--- src/rtl/fetch_pc_unit.sv ---
// Fetch-stage program counter with relative/absolute branches and an optional
// circular return-address stack, enabled by defining FETCH_PC_RAS_EN.
module fetch_pc_unit #(
  parameter int D         = 12,
  parameter int OFFW      = 3,
  parameter int RAS_DEPTH = 4
) (
  input  logic                         CLK,
  input  logic                         reset,
  input  logic                         Init,
  input  logic                         Halt,
  input  logic                         Branch,
  input  logic                         PCSrc,
  input  logic [1:0]                   BrMode,
  input  logic [OFFW-1:0]              Offset,
  input  logic [D-1:0]                 Target,
  output logic [D-1:0]                 PC,
  output logic                         Done,
  output logic [$clog2(RAS_DEPTH):0]   RasCount,
  output logic                         RasOvf,
  output logic                         RasUnf
);

  typedef enum logic [1:0] {
    BR_REL  = 2'b00,
    BR_ABS  = 2'b01,
    BR_CALL = 2'b10,
    BR_RET  = 2'b11
  } br_mode_e;

  logic [D-1:0] r_pc;
  logic         r_done;
  logic         w_rst;
  logic         w_taken;
  br_mode_e     w_mode;
  logic [D-1:0] w_pc_inc;
  logic [D-1:0] w_off;
  logic [D-1:0] w_pc_nxt;
  logic         w_ras_hit;
  logic [D-1:0] w_ras_top;

  assign w_rst    = reset | Init;
  assign w_taken  = Branch & PCSrc;
  assign w_mode   = br_mode_e'(BrMode);
  assign w_pc_inc = r_pc + 1'b1;
  assign w_off    = D'($signed(Offset));

`ifdef FETCH_PC_RAS_EN
  localparam int PW = $clog2(RAS_DEPTH);
  localparam int CW = PW + 1;

  logic [D-1:0]  r_ras [RAS_DEPTH];
  logic [PW-1:0] r_top;
  logic [CW-1:0] r_cnt;
  logic          r_ovf;
  logic          r_unf;
  logic [PW-1:0] w_top_inc;
  logic          w_push;
  logic          w_pop;
  logic          w_under;
  logic          w_full;

  assign w_top_inc = r_top + 1'b1;
  assign w_full    = (r_cnt == CW'(RAS_DEPTH));
  assign w_push    = ~w_rst & ~Halt & w_taken & (w_mode == BR_CALL);
  assign w_pop     = ~w_rst & ~Halt & w_taken & (w_mode == BR_RET) & (r_cnt != '0);
  assign w_under   = ~w_rst & ~Halt & w_taken & (w_mode == BR_RET) & (r_cnt == '0);
  assign w_ras_hit = (r_cnt != '0);
  assign w_ras_top = r_ras[r_top];

  // Pointer always advances on push, so a full stack overwrites its oldest slot.
  always_ff @(posedge CLK) begin
    if (w_rst) begin
      r_top <= '0;
      r_cnt <= '0;
      r_ovf <= 1'b0;
      r_unf <= 1'b0;
    end else if (w_push) begin
      r_top <= w_top_inc;
      if (w_full) r_ovf <= 1'b1;
      else        r_cnt <= r_cnt + 1'b1;
    end else if (w_pop) begin
      r_top <= r_top - 1'b1;
      r_cnt <= r_cnt - 1'b1;
    end else if (w_under) begin
      r_unf <= 1'b1;
    end
  end

  always_ff @(posedge CLK) begin
    if (w_push) r_ras[w_top_inc] <= w_pc_inc;
  end

  assign RasCount = r_cnt;
  assign RasOvf   = r_ovf;
  assign RasUnf   = r_unf;
`else
  assign w_ras_hit = 1'b0;
  assign w_ras_top = w_pc_inc;
  assign RasCount  = '0;
  assign RasOvf    = 1'b0;
  assign RasUnf    = 1'b0;
`endif

  always_comb begin
    w_pc_nxt = w_pc_inc;
    if (w_taken) begin
      unique case (w_mode)
        BR_REL:  w_pc_nxt = r_pc + w_off;
        BR_ABS:  w_pc_nxt = Target;
        BR_CALL: w_pc_nxt = Target;
        BR_RET:  w_pc_nxt = w_ras_hit ? w_ras_top : w_pc_inc;
        default: w_pc_nxt = w_pc_inc;
      endcase
    end
  end

  always_ff @(posedge CLK) begin
    if (w_rst) begin
      r_pc   <= '0;
      r_done <= 1'b0;
    end else if (Halt) begin
      r_done <= 1'b1;
    end else begin
      r_pc <= w_pc_nxt;
    end
  end

  assign PC   = r_pc;
  assign Done = r_done;

endmodule

--- config.mk ---
export PLATFORM = sky130hd
export DESIGN_NAME = fetch_pc_unit
export DESIGN_NICKNAME = d
export VERILOG_FILES = /design/src/rtl/fetch_pc_unit.sv
export SDC_FILE = /design/constraint.sdc
export NUM_CORES = 1
export LEC_CHECK = 0
export ABC_AREA = 1
export CORE_ASPECT_RATIO = 1.25
export CORE_MARGIN = 1
export CORE_UTILIZATION = 54
export DETAILED_ROUTE_END_ITERATION = 6
export PLACE_DENSITY_LB_ADDON = 0.2
export SETUP_SLACK_MARGIN = 0.4
export SLEW_MARGIN = 20
export SYNTH_ARGS = -nofsm -noshare
export SYNTH_HDL_FRONTEND = slang
export SYNTH_SLANG_ARGS = --single-unit
--- constraint.sdc ---
create_clock -name CLK -period 3.34 [get_ports CLK]
set_input_delay 1.002 -clock CLK [delete_from_list [all_inputs] [get_ports CLK]]
set_output_delay 1.002 -clock CLK [all_outputs]
set_load 0.02 [all_outputs]
==> flow_results.org <==
** Critical path
- Critical setup path kind :: primary input to register
- The cell family contributing the most delay on the critical path is adder cells.
- On the critical path, the stage with the largest delay is an instance of sky130_fd_sc_hd__clkdlybuf4s50_1.
- Worst R2R Path Depth :: 10
- Most frequent cell on the critical path :: sky130_fd_sc_hd__nand2_1
- The critical path contains buffers and inverters numbering 2 combined.
- Cells traversed along the worst timing path :: clkdlybuf4s50_1, ha_1, inv_1, fa_1, o21bai_1, nand2_1, nand3b_1, nand3_1, nand2_1, nand2_1, a21oi_1
- Worst reg2reg startpoint :: PC[0]
- Sort of element at the start of the critical path :: primary input
- Required time reported for the critical path endpoint :: 3550 ps
- Reg-to-reg endpoint :: PC[6]
- For the worst setup path, the data arrival time is between 2000 and 3000 ps.
- Biggest fanout along the worst timing path :: 4
- Largest stage delay, worst path :: 460 ps
- Register-to-register setup slack :: 1260 ps
- Kind of capture point of the worst setup path :: register

** Route
- In the final routed layout, each cell accounts on average for between 10 and 15 microns.
- Sum of routed wire length over all layers :: between 4000 and 5000 microns
- DRT antenna net count :: 0
- Number of vias per cell after detailed routing :: a little over 5
- Detailed-route DRC error count :: 0
- The first routing iteration left 50 violations.
- For this run, the detailed router's first-pass iteration total came to 4.
- Detailed-route via count :: 1882

** STA
- Final Max Slew Viols :: 0
- The hold violation count in the final report came to 0.
- The worst path uses approximately 80% of the clock period.
- The worst pin sits at a relative slew slack of between 40% and 50%.
- Setup TNS Final :: 0 ps
- Setup repair after global routing missed its margin :: false
- Timing would allow up to approximately 360 MHz.
- Final min period :: 2750 ps
- The worst path meets setup with about 600 ps of slack.
- On the final layout, the worst clock skew is 1.63 ps.
- For the pin with the worst max-slew slack, the measured transition is 762 ps.
- Final setup vio count :: 0

** Run status
- Outcome :: finished clean

** GRT
- The first global-routing pass estimated between 7000 and 8000 microns of wire.
- Largest net degree at the start of global routing :: 22
- Antenna violations before repair :: 0
- The number of global-route vias before repair was 1612.
- Global routing finished with a remaining overflow of 0.
- Global routing used between 20% and 30% of the available tracks.

** CTS
- Worst-path clk slew :: about 90 ps
- Num Clock Sinks :: 13
- Bufs on Longest Clock Path :: 2
- CTS HTree Levels :: 1
- Counting the buffers created by CTS gives 3.
- Once the clock tree was built, the setup fixing pass inserted 0 buffers.
- CTS tree :: built
- CTS placed an instance of sky130_fd_sc_hd__clkbuf_4 at the clock tree root.
- Clock latency at the later pin of the worst-skew pair :: 280 ps

** Synthesis
- Number of enable flip-flop cells after synthesis :: 0
- The synthesized design contains 13 register bits.
- After synthesis, the share of flip-flops with an asynchronous set or reset is 0%.
- In this run the mean area of a mapped cell was between 5 and 6 sq um.
- Number of warnings issued by yosys :: 0
- Summing every instance area after synthesis gives 0.00166 sq mm.
- Sequential elements use 15.6% of the synthesized area.
- After technology mapping, the gate count stands at approximately 290.
- Count of different cell masters after synthesis :: 31
- Among all flip-flop cells after synthesis, the most frequent one is sky130_fd_sc_hd__dfxtp_1.

** Placement
- Post-detail-place hpwl :: 3520 microns
- Final RePlAce weighted congestion :: between 0.9 and 1
- Placed cells :: 359
- OpenSTA, run right after detailed placement, puts the worst setup slack at 152 ps.
- Number of port buffers :: 35
- Total placed instance area :: 0.00205 sq mm

** Power and ir drop
- In this run the static leakage power is a little over 1 nW.
- Net switching power :: about 0.17 mW
- Int Pwr :: 0.290 mW
- Relative contribution of sequential cells to total power :: between 30% and 40%
- The share of total power dissipated in combinational logic is 40.6%.
- Switching share of total power :: 37.4%
- After layout, the design draws a total of 0.463 mW.
- In this run, the clock network consumes 22.1% of the power.
- In this run the power density over the cells is 222 mW/mm^2.
- Worst vdd ir :: 0.193 mV

** Cells and area
- Net count of the finished layout :: 366
- The finished layout holds 363 standard cells, fillers aside.
- Most common cell after layout, fill and taps aside :: sky130_fd_sc_hd__nand2_1
- The finished cells cover about 0.0021 sq mm.
- Proportion of layout cells with a drive suffix above 1 :: 7.65%
- The repair_antennas step left the layout with diodes totalling 0.
- Commonest non-fill, non-tap cells in the layout :: sky130_fd_sc_hd__nand2_1 (87), sky130_fd_sc_hd__inv_1 (39), sky130_fd_sc_hd__clkdlybuf4s50_1 (34)
- Area overhead of the layout relative to synthesis :: 25.0%

** Min path
- In this run the most critical hold path is launched from Done.
- For hold timing, the worst endpoint is Done.
- Type of the worst min-delay path :: register to register
- Worst hold path cell count :: 1

** Die
- IO Count :: just over 40
- The initialized floorplan defines 22 standard-cell rows.
- Die height :: between 60 and 70 microns
- The floorplan step set the die width to 51.7 microns.
- For this configuration, the core starts out at a cell density of roughly 56%.
- Core region area :: between 0.002 and 0.003 sq mm
- The die covers 0.00331 sq mm.

** Job
- Count of maximum capacitance violations :: 0
-- power by group through the flow --
stage / logic [mW] / registers (mW) / clock network (mW)
global placement: 0.184 / 0.176 / 0
floorplan: 0.113 / 0.180 / 0
CTS: 0.186 / 0.173 / 0.0985
finish: 0.188 / 0.173 / 0.102
detailed placement: 0.185 / 0.176 / 0
global route: 0.209 / 0.174 / 0.109
-- per-layer routing --
metal | GRT usage [%] | wire length (microns) | vias up
met1 | 38.6 | 2090 | 828
met4 | 8.45 | 28 | 0
met2 | 45.6 | 2180 | 43
met5 | 0 | 0 | -
li1 | - | - | 1006
met3 | 1.90 | 143 | 5
-- flip-flops by register name, indices dropped and copies added (netlist names) --
signal  flops
Done        1
PC         12
-- cells in the mapped netlist (3+ instances only) --
cell type | instances | area share [%]
sky130_fd_sc_hd__a21oi_1 | 19 | 5.7
sky130_fd_sc_hd__a31oi_1 | 4 | 1.5
sky130_fd_sc_hd__buf_4 | 5 | 2.3
sky130_fd_sc_hd__clkbuf_1 | 4 | 0.90
sky130_fd_sc_hd__dfxtp_1 | 13 | 16
sky130_fd_sc_hd__ha_1 | 14 | 11
sky130_fd_sc_hd__inv_1 | 39 | 8.8
sky130_fd_sc_hd__nand2_1 | 87 | 20
sky130_fd_sc_hd__nand2_2 | 7 | 2.6
sky130_fd_sc_hd__nand3_1 | 19 | 5.7
sky130_fd_sc_hd__nand3b_1 | 3 | 1.4
sky130_fd_sc_hd__nand4_1 | 4 | 1.5
sky130_fd_sc_hd__nor2_1 | 23 | 5.2
sky130_fd_sc_hd__nor2_2 | 3 | 1.1
sky130_fd_sc_hd__o21ai_0 | 21 | 6.3
sky130_fd_sc_hd__xnor2_1 | 3 | 1.6
sky130_fd_sc_hd__xor2_1 | 3 | 1.6
-- metrics by stage --
stage                     util [%]  hold WS (ps)
after floorplan                  -           575
after global routing          70.6           506
final                         70.6           477
after global placement        69.7           439
after CTS                     70.6           484
after detailed placement      69.7           462
-- worst max-delay path by stage --
stage | from | to | slack [ps] | depth (start not counted)
3_3_place_gp | Offset[2] | PC[7] | 200 | 11
4_1_cts | Offset[2] | PC[7] | 430 | 11
2_1_floorplan | Offset[0] | PC[6] | 980 | 11
3_5_place_dp | Offset[2] | PC[7] | 150 | 11
6_report | Offset[0] | PC[6] | 590 | 11
5_1_grt | Offset[0] | PC[4] | 450 | 9
-- kinds of logic after synthesis --
logic type,after synthesis,share of synthesized area (%)
other cells,1,0.225
xor+xnor,6,3.16
fa+ha+maj,15,11.7
buf+inv,51,12.6
flops,13,15.6
compound gates,53,17.8
simple gates,150,38.8
-- cell type report --
| type | count | area, sq um |
|---|---|---|
| multi-input combinational | 229 | 1210 |
| fill | 273 | 865 |
| timing repair buffer | 39 | 383 |
| tap | 36 | 45.0 |
| inverter | 42 | 158 |
| sequential | 13 | 260 |
| clock buffer | 4 | 26.3 |
-- worst register-to-register path, delay by kind of cell (launching register included) --
family | cells | cell delay, ps
adder cells (fa/ha/maj) | 2 | 660
flip-flops | 1 | 460
AO/OA/AOI/OAI | 2 | 410
AND/OR/NAND/NOR | 5 | 410
buffers and inverters | 1 | 70
-- timing repair --
| item | 4_1_cts | 5_1_grt |
|---|---|---|
| hold buffers | 0 | 0 |
| gates resized for setup | 0 | 1 |
| setup endpoints to repair | 0 | 7 |
| hold endpoints to repair | 0 | 0 |
No activity file was read; power rests on OpenSTA's default activity.
